[config.mk]
export PLATFORM = sky130hd
export DESIGN_NAME = load_store_unit
export DESIGN_NICKNAME = d
export VERILOG_FILES = /design/src/rtl/load_store_unit.sv
export SDC_FILE = /design/constraint.sdc
export NUM_CORES = 1
export LEC_CHECK = 0
export ABC_AREA = 1
export CORE_MARGIN = 2
export CORE_UTILIZATION = 34
export DETAILED_ROUTE_END_ITERATION = 6
export PLACE_DENSITY = 0.78
export SYNTH_ARGS = -nofsm -noshare
export SYNTH_HDL_FRONTEND = slang
export SYNTH_SLANG_ARGS = --single-unit
[constraint.sdc]
create_clock -name clock -period 1.24 [get_ports clock]
set_input_delay 0.186 -clock clock [delete_from_list [all_inputs] [get_ports clock]]
set_output_delay 0.186 -clock clock [all_outputs]
set_load 0.05 [all_outputs]
[src/rtl/load_store_unit.sv]
// Load/store unit bridging a CPU request/response handshake to a single-port RAM.
// Define LSU_MISALIGN_TRAP_EN to turn misaligned halfword/word accesses into errors.
module load_store_unit #(
    parameter int MEM_WORDS = 131072
) (
    input  logic        clock,
    input  logic        reset,
    input  logic        req_valid,
    output logic        req_ready,
    input  logic        req_we,
    input  logic [1:0]  req_size,
    input  logic        req_signed,
    input  logic [31:0] req_addr,
    input  logic [31:0] req_wdata,
    output logic        resp_valid,
    input  logic        resp_ready,
    output logic [31:0] resp_rdata,
    output logic        resp_err,
    output logic        ram_wren,
    output logic [29:0] ram_address,
    output logic [31:0] ram_data,
    output logic [3:0]  ram_byteena,
    input  logic [31:0] ram_q
);

    localparam logic [1:0] IDLE = 2'd0;
    localparam logic [1:0] LOAD = 2'd1;
    localparam logic [1:0] RESP = 2'd2;
    localparam logic [31:0] MEM_LIMIT = 32'(MEM_WORDS);

    logic [1:0]  state;
    logic [1:0]  lane;
    logic [1:0]  lane_q;
    logic [1:0]  size_q;
    logic        signed_q;
    logic [31:0] rdata_q;
    logic        err_q;
    logic        accept;
    logic        size_err;
    logic        range_err;
    logic        misalign;
    logic        err;
    logic [31:0] shifted;
    logic [31:0] load_val;

    assign req_ready = (state == IDLE) & ~reset;
    assign accept    = req_valid & req_ready;
    assign size_err  = (req_size == 2'b11);
    assign range_err = ({2'b00, req_addr[31:2]} >= MEM_LIMIT);

`ifdef LSU_MISALIGN_TRAP_EN
    assign misalign = ((req_size == 2'b01) & req_addr[0])
                    | ((req_size == 2'b10) & (|req_addr[1:0]));
`else
    assign misalign = 1'b0;
`endif

    assign err         = size_err | range_err | misalign;
    assign ram_wren    = accept & req_we & ~err;
    assign ram_address = req_addr[31:2];

    always_comb begin
        lane        = 2'b00;
        ram_byteena = 4'b0000;
        ram_data    = req_wdata;
        case (req_size)
            2'b00: begin
                lane        = req_addr[1:0];
                ram_byteena = 4'b0001 << lane;
                ram_data    = {4{req_wdata[7:0]}};
            end
            2'b01: begin
                lane        = {req_addr[1], 1'b0};
                ram_byteena = 4'b0011 << lane;
                ram_data    = {2{req_wdata[15:0]}};
            end
            2'b10: ram_byteena = 4'b1111;
            default: ram_byteena = 4'b0000;
        endcase
    end

    // RAM read data arrives one cycle after accept; pick the lane and extend.
    assign shifted = ram_q >> {lane_q, 3'b000};

    always_comb begin
        case (size_q)
            2'b00:   load_val = {{24{signed_q & shifted[7]}}, shifted[7:0]};
            2'b01:   load_val = {{16{signed_q & shifted[15]}}, shifted[15:0]};
            default: load_val = shifted;
        endcase
    end

    always_ff @(posedge clock) begin
        if (reset) begin
            state    <= IDLE;
            rdata_q  <= '0;
            err_q    <= 1'b0;
            lane_q   <= '0;
            size_q   <= '0;
            signed_q <= 1'b0;
        end else begin
            case (state)
                IDLE: begin
                    if (accept) begin
                        lane_q   <= lane;
                        size_q   <= req_size;
                        signed_q <= req_signed;
                        rdata_q  <= '0;
                        err_q    <= err;
                        state    <= (err | req_we) ? RESP : LOAD;
                    end
                end
                LOAD: begin
                    rdata_q <= load_val;
                    state   <= RESP;
                end
                RESP: begin
                    if (resp_ready) state <= IDLE;
                end
                default: state <= IDLE;
            endcase
        end
    end

    assign resp_valid = (state == RESP) & ~reset;
    assign resp_err   = err_q & resp_valid;
    assign resp_rdata = resp_valid ? rdata_q : 32'h0;

endmodule

==> flow_summary.json <==
{
  "cp_slowest_cell": "dfxtp_2",
  "synth_top_area_cell": "dfxtp_1",
  "dr_total_vias": 4726,
  "hold_buffers": 0,
  "critPathRequiredTime_ns": 1.05,
  "antenna_found_initial": 0,
  "stdcell_count": 893,
  "grt_start_max_net_pins": 37,
  "core_area_um2": 9280,
  "violations": "setup timing",
  "synth.avg_cell_area_um2": 5.98,
  "synthArstFlopShare": 0,
  "hp-class": "in -> reg",
  "layout-drive-gt1-share": 0.551,
  "r2r_slack_ns": -0.20,
  "firstDrtPassIters": 5,
  "initial_core_util": 0.353,
  "rr_startpoint": "state[0]",
  "rsz0062_at_grt": "yes",
  "max_slew_margin": 0.750,
  "grt-ovfl-total": 0,
  "yosys_warnings": 0,
  "min_from": "req_size[0]",
  "dp_cells": 848,
  "syn2layout_area_growth_pct": 127,
  "synth_fp_nets": 651,
  "clkSinkCount": 40,
  "cpMostUsedCell": "nor2_4",
  "worstReg2RegEnd": "rdata_q[30]",
  "die_area_um2": 10400,
  "worstHoldPathCells": 4,
  "status": "complete, but fails checks",
  "cts_buffers": 5,
  "placementRows": 35,
  "via_per_inst": 5.29,
  "wire_per_inst_um": 19.2,
  "critPathMaxFanout": 8,
  "cp_data_arrival_time_ns": 1.47,
  "synthCells": 547,
  "die_x_um": 102,
  "drt_iter0_drc": 496,
  "path_clk_slew_ns": 0.08,
  "io_pins": 206,
  "synth_commonest_cells": "nand2_1 (175), inv_1 (58), nor2_1 (57), a21oi_1 (48)",
  "final_util": 0.802,
  "cts_buffer_depth": 2,
  "drc": 0,
  "setup_viol": 81,
  "port_buffers": 171,
  "fmax_ghz": 0.603,
  "grtUsageTotal": 0.301,
  "final.setup_skew_ns": 0.0158,
  "clock_latency_ns": 0.31,
  "min_period_over_period": 1.34,
  "worst-slew-pin-transition_ns": 0.374,
  "slew_viol_final": 0,
  "cap_violations": 0,
  "synth_area_um2": 3270,
  "die_h_um": 102,
  "nNetsFinal": 867,
  "worstSetupPathType": "reg -> out",
  "worst_slack_ns": -0.419,
  "power_density_nw_per_um2": 657,
  "rr_worst_depth": 8,
  "yosys.cell_types.count": 28,
  "routed_wirelength_mm": 17.2,
  "startpoint_type": "flop",
  "path_depth": 7,
  "ys_ff_latch": 40,
  "path_cells": "inv_2 > nand2_4 > nor2_4 > inv_6 > buf_16 > nor2_4 > buf_8",
  "antenna_left": 0,
  "cp-end-kind": "output pin",
  "root_buffer": "clkbuf_8",
  "synth-main-ff-cell": "dfxtp_1",
  "h-tree-depth": 2,
  "holdPathEnd": "size_q[0]",
  "grt_pass1_wl_mm": 24.2,
  "vdd_drop_max_mv": 0.527,
  "cts_tree": "built",
  "yosys-top-cells-area": "dfxtp_1 (24%), nand2_1 (20%), buf_4 (9.2%)",
  "slowest_delay_ns": 0.35,
  "cp_num_buf_inv": 4,
  "synth_top_area_frac": 0.245,
  "hold_viol": 0,
  "crit_family": "buffers and inverters",
  "grt_pass1_vias": 4740,
  "gp_congestion": 0.881,
  "dp_hpwl_mm": 10.4,
  "fin_crit_ns": 1.66,
  "nFillCells": 530,
  "synth_most_common_cell": "nand2_1",
  "synth-seq-area-share": 0.245,
  "synth_enable_flop_cells": 0,
  "n_antenna_cell": 0,
  "p_leak_nw": 3.22
}
-- final cells by class --
cell class	instances	area (µm²)	area share
inverters	65	300	0.0403
clock buffers	6	72.6	0.00975
clock inverters	2	35.0	0.00471
well taps	129	161	0.0217
flip-flops and latches	40	811	0.109
multi-input cells	374	2730	0.366
repair buffers	277	3340	0.448
-- logic make-up (layout without fill, tap and decap cells) --
kind of cell           Yosys count  after routing  share of synthesized area
AND/OR/NAND/NOR                275            276                      0.354
AO/OA/AOI/OAI                   98             98                      0.178
buffers and inverters          134            350                      0.223
flip-flops                      40             40                      0.245
-- what timing repair did --
action,4_1_cts,5_1_grt
setup buffers,30,7
pin swaps,45,30
setup endpoints to repair,100,96
resized for setup,224,129
gates cloned,8,1
-- stage by stage --
stage | hold slack, ns | setup slack, ns | instance area [µm²] | power [mW] | TNS, ns
floorplan | 0.362 | -0.584 | 3730 | 2.54 | -21.87
global placement | 0.372 | -0.472 | 5970 | 3.36 | -23.64
detailed placement | 0.372 | -0.556 | 5970 | 3.38 | -25.77
CTS | 0.371 | -0.362 | 7120 | 4.71 | -17.41
global route | 0.347 | -0.468 | 7450 | 5.02 | -23.42
finish | 0.335 | -0.419 | 7450 | 4.89 | -20.32
-- sequential cells by signal, indices dropped and copies added (netlist names) --
| name | cells |
|---|---|
| err_q | 1 |
| size_q | 2 |
| state | 2 |
| rdata_q | 32 |
| lane_q | 2 |
| signed_q | 1 |
-- per-layer routing --
metal,up-vias,GRT usage,part of all wire
li1,2111,-,-
met1,2170,0.312,0.32
met2,343,0.560,0.51
met3,102,0.0992,0.11
met4,0,0.114,0.055
met5,-,0,0
-- worst max path at each step --
stage,endpoint,slack (ns),startpoint
2_1_floorplan,ram_wren,-0.58,state[0]
3_3_place_gp,ram_wren,-0.47,req_size[1]
3_5_place_dp,ram_wren,-0.56,req_size[1]
4_1_cts,resp_rdata[22],-0.36,state[0]
5_1_grt,resp_rdata[26],-0.47,state[0]
6_report,resp_rdata[19],-0.42,state[0]
-- where the power goes --
part	total [mW]	switching, mW	internal (mW)
combinational	2.46	1.34	1.12
clock	1.11	0.514	0.599
sequential	1.32	0.0222	1.30
-- worst reg2reg max path, stage by stage (launching register included) --
cell,delay (ns)
dfxtp_2,0.37
inv_2,0.07
buf_4,0.14
nor2_4,0.11
inv_4,0.09
buf_16,0.16
a21oi_1,0.22
nand2_2,0.10
a21oi_2,0.12
-- cell usage in the layout, fill, tap and decap left out, drive strengths merged --
cell type,instances
dfxtp,40
o211ai,17
buf,194
clkinv,3
nor3,2
bufinv,1
clkbuf,18
a21oi,58
nor2,59
inv,63
o21ai,18
clkdlybuf4s50,50
nand3,27
nand4,1
a211oi,5
clkdlybuf4s15,1
nand2,187
dlygate4sd2,17
dlymetal6s2s,3
No activity file was read; power rests on OpenSTA's default activity.
